### src/rtl/trigger_engine_if.sv
// Capture-FIFO side of the trigger engine: write strobe and data towards the FIFO,
// full flag back from it.
interface trigger_engine_if #(
    parameter int NSAMP = 40,
    parameter int SW    = 12
);
    logic                fifo_wr;
    logic [NSAMP*SW-1:0] fifo_data;
    logic                fifo_full;

    modport master (output fifo_wr, output fifo_data, input fifo_full);
    modport slave  (input fifo_wr, input fifo_data, output fifo_full);
endinterface

### src/rtl/trigger_engine.sv
// Threshold trigger and acquisition sequencer: rising/falling/external/auto triggers
// evaluated over every lane of a sample word, with the capture streamed into a FIFO.
module trigger_engine #(
    parameter int NSAMP = 40,
    parameter int SW    = 12,
    parameter int CNTW  = 16,
    parameter int LW    = 6
) (
    input  logic                 clk,
    input  logic                 rstn,
    input  logic [NSAMP*SW-1:0]  samples_i,
    input  logic                 arm_i,
    input  logic [1:0]           trig_type_i,
    input  logic signed [SW-1:0] lower_i,
    input  logic signed [SW-1:0] upper_i,
    input  logic [CNTW-1:0]      length_i,
    input  logic [CNTW-1:0]      timeout_i,
    input  logic                 ext_trig_i,
    input  logic                 readout_done_i,
    trigger_engine_if.master     fifo,
    output logic                 busy_o,
    output logic                 ready_o,
    output logic [LW-1:0]        trig_lane_o,
    output logic                 auto_o,
    output logic                 overflow_o,
    output logic [CNTW-1:0]      capture_count_o,
    output logic [CNTW-1:0]      event_count_o
);
    typedef enum logic [1:0] {TT_IMM, TT_RISE, TT_FALL, TT_EXT} trigType_e;
    typedef enum logic [1:0] {S_IDLE, S_ARM, S_CAPTURE, S_DONE} state_e;

    state_e                state_q;
    trigType_e             trigType_q;
    logic signed [SW-1:0]  lower_q;
    logic signed [SW-1:0]  upper_q;
    logic [CNTW-1:0]       length_q;
    logic [CNTW-1:0]       timeout_q;
    logic [CNTW-1:0]       toCnt_q;
    logic [CNTW-1:0]       capCnt_q;
    logic [CNTW-1:0]       evCnt_q;
    logic                  armed_q;
    logic                  armed_d;
    logic                  busy_q;
    logic                  ready_q;
    logic                  auto_q;
    logic                  overflow_q;
    logic                  wr_q;
    logic                  extNow_q;
    logic                  extPrev_q;
    logic [LW-1:0]         trigLane_q;
    logic [NSAMP*SW-1:0]   s1_q;
    logic [NSAMP*SW-1:0]   data_q;

    logic [NSAMP-1:0]      below;
    logic [NSAMP-1:0]      above;
    logic [NSAMP-1:0]      armLanes;
    logic [NSAMP-1:0]      fireLanes;
    logic                  pre;
    logic                  edgeHit;
    logic [LW-1:0]         edgeLane;
    logic                  realFire;
    logic [LW-1:0]         fireLane;
    logic                  toHit;

    always_ff @(posedge clk or negedge rstn) begin
        if (!rstn) begin
            s1_q      <= '0;
            data_q    <= '0;
            extNow_q  <= 1'b0;
            extPrev_q <= 1'b0;
        end else begin
            s1_q      <= samples_i;
            data_q    <= s1_q;
            extNow_q  <= ext_trig_i;
            extPrev_q <= extNow_q;
        end
    end

    always_comb begin
        for (int k = 0; k < NSAMP; k++) begin
            below[k] = $signed(s1_q[k*SW +: SW]) < lower_q;
            above[k] = $signed(s1_q[k*SW +: SW]) > upper_q;
        end
    end

    // Falling mode is the mirror of rising: swap which condition arms and which fires.
    // A lane may only fire if the flag was already armed or an earlier lane armed it.
    always_comb begin
        armLanes  = (trigType_q == TT_FALL) ? above : below;
        fireLanes = (trigType_q == TT_FALL) ? below : above;
        pre       = armed_q;
        edgeHit   = 1'b0;
        edgeLane  = '0;
        for (int k = 0; k < NSAMP; k++) begin
            if (!edgeHit && pre && fireLanes[k]) begin
                edgeHit  = 1'b1;
                edgeLane = LW'(k);
            end
            pre = pre | armLanes[k];
        end
        armed_d = pre;
    end

    always_comb begin
        realFire = 1'b0;
        fireLane = '0;
        if (trigType_q == TT_EXT) begin
            realFire = extNow_q & ~extPrev_q;
        end else if (trigType_q == TT_RISE || trigType_q == TT_FALL) begin
            realFire = edgeHit;
            fireLane = edgeLane;
        end
        toHit = (timeout_q != '0) && ((toCnt_q + CNTW'(1)) == timeout_q);
    end

    // The word that fires is written in the same edge, so it is the first captured word.
    always_ff @(posedge clk or negedge rstn) begin
        if (!rstn) begin
            state_q    <= S_IDLE;
            trigType_q <= TT_IMM;
            lower_q    <= '0;
            upper_q    <= '0;
            length_q   <= '0;
            timeout_q  <= '0;
            toCnt_q    <= '0;
            capCnt_q   <= '0;
            evCnt_q    <= '0;
            armed_q    <= 1'b0;
            busy_q     <= 1'b0;
            ready_q    <= 1'b0;
            auto_q     <= 1'b0;
            overflow_q <= 1'b0;
            wr_q       <= 1'b0;
            trigLane_q <= '0;
        end else begin
            wr_q <= 1'b0;
            case (state_q)
                S_IDLE: begin
                    if (arm_i) begin
                        trigType_q <= trigType_e'(trig_type_i);
                        lower_q    <= lower_i;
                        upper_q    <= upper_i;
                        length_q   <= length_i;
                        timeout_q  <= timeout_i;
                        armed_q    <= 1'b0;
                        toCnt_q    <= '0;
                        auto_q     <= 1'b0;
                        overflow_q <= 1'b0;
                        capCnt_q   <= '0;
                        busy_q     <= 1'b1;
                        if (trigType_e'(trig_type_i) == TT_IMM) begin
                            trigLane_q <= '0;
                            state_q    <= S_CAPTURE;
                        end else begin
                            state_q    <= S_ARM;
                        end
                    end
                end
                S_ARM: begin
                    armed_q <= armed_d;
                    if (timeout_q != '0) toCnt_q <= toCnt_q + CNTW'(1);
                    if (realFire || toHit) begin
                        trigLane_q <= realFire ? fireLane : '0;
                        auto_q     <= ~realFire;
                        state_q    <= S_CAPTURE;
                        if (length_q != '0 && !fifo.fifo_full) begin
                            wr_q     <= 1'b1;
                            capCnt_q <= CNTW'(1);
                        end
                    end
                end
                S_CAPTURE: begin
                    if (capCnt_q == length_q || fifo.fifo_full) begin
                        overflow_q <= (capCnt_q != length_q);
                        state_q    <= S_DONE;
                        busy_q     <= 1'b0;
                        ready_q    <= 1'b1;
                        evCnt_q    <= evCnt_q + CNTW'(1);
                    end else begin
                        wr_q     <= 1'b1;
                        capCnt_q <= capCnt_q + CNTW'(1);
                    end
                end
                S_DONE: begin
                    if (readout_done_i) begin
                        ready_q <= 1'b0;
                        state_q <= S_IDLE;
                    end
                end
                default: state_q <= S_IDLE;
            endcase
        end
    end

    assign fifo.fifo_wr    = wr_q;
    assign fifo.fifo_data  = data_q;
    assign busy_o          = busy_q;
    assign ready_o         = ready_q;
    assign trig_lane_o     = trigLane_q;
    assign auto_o          = auto_q;
    assign overflow_o      = overflow_q;
    assign capture_count_o = capCnt_q;
    assign event_count_o   = evCnt_q;
endmodule

### src/flat_wrapper.sv
// flat-port wrapper written by rule: the top's interface ports become plain ports
module trigger_engine_flat 
#(
    parameter int NSAMP = 40,
    parameter int SW    = 12,
    parameter int CNTW  = 16,
    parameter int LW    = 6
)
  (clk, rstn, samples_i, arm_i, trig_type_i, lower_i, upper_i, length_i, timeout_i, ext_trig_i, readout_done_i, busy_o, ready_o, trig_lane_o, auto_o, overflow_o, capture_count_o, event_count_o, fifo_fifo_wr, fifo_fifo_data, fifo_fifo_full);
  trigger_engine_if #(.NSAMP(NSAMP), .SW(SW)) fifo_i ();
  input  logic clk;
  input  logic rstn;
  input  logic [NSAMP*SW-1:0] samples_i;
  input  logic arm_i;
  input  logic [1:0] trig_type_i;
  input  logic signed [SW-1:0] lower_i;
  input  logic signed [SW-1:0] upper_i;
  input  logic [CNTW-1:0] length_i;
  input  logic [CNTW-1:0] timeout_i;
  input  logic ext_trig_i;
  input  logic readout_done_i;
  output logic busy_o;
  output logic ready_o;
  output logic [LW-1:0] trig_lane_o;
  output logic auto_o;
  output logic overflow_o;
  output logic [CNTW-1:0] capture_count_o;
  output logic [CNTW-1:0] event_count_o;
  output wire logic [$bits(fifo_i.fifo_wr)-1:0] fifo_fifo_wr;
  output wire logic [$bits(fifo_i.fifo_data)-1:0] fifo_fifo_data;
  input wire logic [$bits(fifo_i.fifo_full)-1:0] fifo_fifo_full;
  assign fifo_fifo_wr = fifo_i.fifo_wr;
  assign fifo_fifo_data = fifo_i.fifo_data;
  assign fifo_i.fifo_full = fifo_fifo_full;
  trigger_engine #(.NSAMP(NSAMP), .SW(SW), .CNTW(CNTW), .LW(LW)) u_core (.clk(clk), .rstn(rstn), .samples_i(samples_i), .arm_i(arm_i), .trig_type_i(trig_type_i), .lower_i(lower_i), .upper_i(upper_i), .length_i(length_i), .timeout_i(timeout_i), .ext_trig_i(ext_trig_i), .readout_done_i(readout_done_i), .fifo(fifo_i), .busy_o(busy_o), .ready_o(ready_o), .trig_lane_o(trig_lane_o), .auto_o(auto_o), .overflow_o(overflow_o), .capture_count_o(capture_count_o), .event_count_o(event_count_o));
endmodule
### config.mk
export PLATFORM = sky130hd
export DESIGN_NAME = trigger_engine_flat
export DESIGN_NICKNAME = d
export VERILOG_FILES = /design/src/rtl/trigger_engine_if.sv /design/src/rtl/trigger_engine.sv /design/src/flat_wrapper.sv
export SDC_FILE = /design/constraint.sdc
export NUM_CORES = 2
export LEC_CHECK = 0
export CAP_MARGIN = 10
export CORE_AREA = 3 3 415 417
export CTS_CLUSTER_SIZE = 12
export DETAILED_ROUTE_END_ITERATION = 16
export DIE_AREA = 0 0 418 420
export HOLD_SLACK_MARGIN = 0.05
export SKIP_LAST_GASP = 1
export SYNTH_ARGS = -nofsm -noshare
export SYNTH_HDL_FRONTEND = slang
export SYNTH_SLANG_ARGS = --single-unit
### constraint.sdc
create_clock -name clk -period 6.78 [get_ports clk]
set_input_delay 1.017 -clock clk [delete_from_list [all_inputs] [get_ports clk]]
set_output_delay 1.017 -clock clk [all_outputs]
set_load 0.05 [all_outputs]
==> results.sh <==
export IMPL_status="finished clean"
export IMPL_tightest_slew_ps=1130
export IMPL_io_pins=1067
export IMPL_fin_nets=7068
export IMPL_synth_mux_area_share_pct=1.60
export IMPL_synthTopCellsByCount="dfrtp_1 (1,082), ha_1 (930), o21ai_0 (223), nand2_1 (202), nor2_1 (202)"
export IMPL_crit_path_end_kind="flop"
export IMPL_clkSinkCount=1082
export IMPL_grt_max_degree=184
export IMPL_synth_simple_area_share_pct=9.93
export IMPL_rr_endpoint="u_core.capture_count_o[15]$_DFFE_PN0P_"
export IMPL_vias_per_cell=5.31
export IMPL_first_global_vias=42500
export IMPL_wire_per_inst_um=29.0
export IMPL_dpl_cell_area_um2=67300
export IMPL_finalCritPeriodShare_pct=91.6
export IMPL_r2r_slack_ps=570
export IMPL_slew_headroom_pct=24.3
export IMPL_syn_to_final_growth_pct=33.3
export IMPL_grt_total_usage_pct=25.5
export IMPL_fin_total_pwr_mw=27.7
export IMPL_synthArstFlopShare_pct=100
export IMPL_instances_no_fill=7893
export IMPL_netlist_instances=4371
export IMPL_vias=41900
export IMPL_synth_xor_xnor_area_share_pct=1.00
export IMPL_drt_total_wl_um=229000
export IMPL_syn_area_per_cell_um2=12.2
export IMPL_grt_overflow_total=0
export IMPL_cp_data_required_time_ps=7430
export IMPL_peakVddDrop_uv=219
export IMPL_synth_compound_area_share_pct=13.3
export IMPL_coreArea_um2=169000
export IMPL_worstRegToRegCells=16
export IMPL_worstPathMaxFanout=22
export IMPL_startpoint_type="flop"
export IMPL_cts_resized=0
export IMPL_synth_edf_count=0
export IMPL_clk_latency_ps=810
export IMPL_drtIter0Drc=3024
export IMPL_holdCritPathClass="input port to asynchronous set/reset pin"
export IMPL_power_leakage_nw=31.2
export IMPL_cts_setup_buffers=0
export IMPL_cts_made_buffers=116
export IMPL_antenna_found_initial=27
export IMPL_synth_top_family_by_area="adder cells"
export IMPL_dp_hpwl_um=181000
export IMPL_max_clock_freq_mhz=161
export IMPL_synth_seq_area_share_pct=50.9
export IMPL_final_util_pct=41.9
export IMPL_synth_most_common_cell="dfrtp_1"
export IMPL_fin_skew_ps=74.1
export IMPL_synthFlopType="dfrtp_1"
export IMPL_port_buffers=1066
export IMPL_dieArea_um2=176000
export IMPL_max_cap_violations=0
export IMPL_drcViolationCount=0
export IMPL_ys_ff_latch=1082
export IMPL_cts_tree="done"
export IMPL_drive_above_1_share_pct=6.92
export IMPL_antenna_left=0
export IMPL_netlist_area_um2=53200
export IMPL_finalHoldViolations=0
export IMPL_grt_use_met3_pct=4.43
export IMPL_placed_cells=7694
export IMPL_finalWeightedCongestion=0.921
export IMPL_synthDistinctLibCells=102
export IMPL_initial_utilization_pct=31.4
export IMPL_cp_data_arrival_time_ps=6860
export IMPL_criticalPathCategory="flop to flop"
export IMPL_fp_dieW_um=418
export IMPL_reg2reg_from="u_core.upper_q[5]$_DFFE_PN0P_"
export IMPL_finalInstanceArea_um2=70900
export IMPL_post_synth_top_area_cell="dfrtp_1"
export IMPL_use_met1_pct=31.3
export IMPL_mappedNetlistNets=5845
export IMPL_drt_first_pass_iters=5
export IMPL_min_period_ps=6210
export IMPL_synth_top_cell_area_share_pct=50.9
export IMPL_grt_busiest_layer="met2"
export IMPL_cellPowerDensity_nw_per_um2=390
export IMPL_clk_path_buf_depth=3
export IMPL_synthTopCellsByArea="dfrtp_1 (51%), ha_1 (22%), o21ai_0 (2.1%), a21oi_1 (1.8%), nand2_1 (1.4%)"
export IMPL_grt_setup_unrepaired="false"
export IMPL_fin_tns_setup_ps=0
export IMPL_root_buffer="clkbuf_16"
export IMPL_synth_adder_area_share_pct=21.9
export IMPL_rows=151
export IMPL_grt_pass1_wl_um=317000
export IMPL_slew_viol_final=0
export IMPL_finalSetupViolCount=0
export IMPL_clkTransAtPathRegs_ps=60
export IMPL_cts_hold_buffers=0
export IMPL_htreeDepth=3
export IMPL_fp_dieH_um=420
export IMPL_yosysWarnings=0
export IMPL_grt_use_met2_pct=43.9
==> critical path, cell delays in order, from the launching register on <==
cell and delay, ps:
dfrtp_1 410, inv_4 390, ha_1 360, a2111o_1 420, nor4_1 170, o32ai_1 270, or2_1 330, o31ai_1 560
nand4b_1 580, nor4_4 700, a221oi_1 230, nor3_2 260, and3_4 260, a21boi_4 110, o21ai_4 460, or2_4 370
o41ai_1 120
==> power by group <==
part	leakage, nW	total, mW	switching [mW]	internal (mW)
clock	1.70	6.05	2.68	3.36
combinational	16.8	14.0	8.76	5.19
sequential	12.7	7.66	0.678	6.98
==> layout by cell type (no fill, tap or decap), types with 54 or more instances in the layout <==
cell type	synthesis	final
nor3_1	60	60
nand4_1	107	107
nor2_1	202	202
nor2b_1	75	75
o211ai_1	54	54
buf_4	2	71
o21ai_0	223	222
clkbuf_16	0	118
nand3_1	107	107
clkdlybuf4s50_1	0	1065
a21o_1	73	73
nand2_1	202	201
ha_1	930	929
inv_1	139	117
a21oi_1	190	190
mux2_2	64	64
nand2b_1	69	69
o21a_1	62	62
a211oi_1	60	60
dfrtp_1	1082	1080
==> state kept, by name, indices dropped and copies added (netlist names) <==
name                    cells
u_core.armed_q              1
u_core.auto_o               1
u_core.busy_o               1
u_core.capture_count_o     16
u_core.event_count_o       16
u_core.extNow_q             1
u_core.extPrev_q            1
u_core.fifo.fifo_data     480
u_core.fifo.fifo_wr         1
u_core.length_q            16
u_core.lower_q             12
u_core.overflow_o           1
u_core.ready_o              1
u_core.s1_q               480
u_core.state_q              2
u_core.timeout_q           16
u_core.toCnt_q             16
u_core.trigType_q           2
u_core.trig_lane_o          6
u_core.upper_q             12
==> metrics by stage <==
stage          setup WS (ps)  hold slack, ps
5_1_grt                  170             233
3_5_place_dp             695             369
2_1_floorplan           1470             347
4_1_cts                  630             225
6_report                 572             242
3_3_place_gp             864             368
==> per-layer routing <==
metal | share of wire [%] | wire length [µm] | vias to the layer above
li1 | - | - | 19000
met1 | 41 | 92900 | 21000
met2 | 49 | 113000 | 1499
met3 | 5.4 | 12300 | 434
met4 | 4.8 | 10900 | 6
met5 | 0.017 | 40 | -
==> cell type report <==
type                            instances  area [µm²]
Fill cell                           15700       98200
Sequential cell                      1082       27100
Multi-Input combinational cell       3106       25400
Timing Repair Buffer                 1148       11400
Clock buffer                          151        3140
Tap cell                             2218        2780
Inverter                              140         581
Clock inverter                         34         422
Antenna cell                           14        35.0
==> how the worst max path moves through the flow <==
| stage | from | end | slack (ps) | cells past startpoint |
|---|---|---|---|---|
| floorplan | u_core.upper_q[9]$_DFFE_PN0P_ | u_core.trig_lane_o[4]$_DFFE_PN0P_ | 1470 | 18 |
| global placement | u_core.upper_q[5]$_DFFE_PN0P_ | u_core.capture_count_o[11]$_DFFE_PN0P_ | 860 | 16 |
| detailed placement | u_core.upper_q[5]$_DFFE_PN0P_ | u_core.capture_count_o[12]$_DFFE_PN0P_ | 690 | 16 |
| CTS | u_core.upper_q[5]$_DFFE_PN0P_ | u_core.capture_count_o[15]$_DFFE_PN0P_ | 630 | 16 |
| global route | u_core.upper_q[5]$_DFFE_PN0P_ | u_core.capture_count_o[11]$_DFFE_PN0P_ | 170 | 16 |
| finish | u_core.upper_q[5]$_DFFE_PN0P_ | u_core.capture_count_o[15]$_DFFE_PN0P_ | 570 | 16 |
==> cells by family after synthesis <==
group | Yosys count
flops | 1082
compound gates | 1033
simple gates | 1005
fa+ha+maj | 930
buf+inv | 183
mux | 77
xor+xnor | 61
Note: power is estimated with default switching activity, not from simulation.
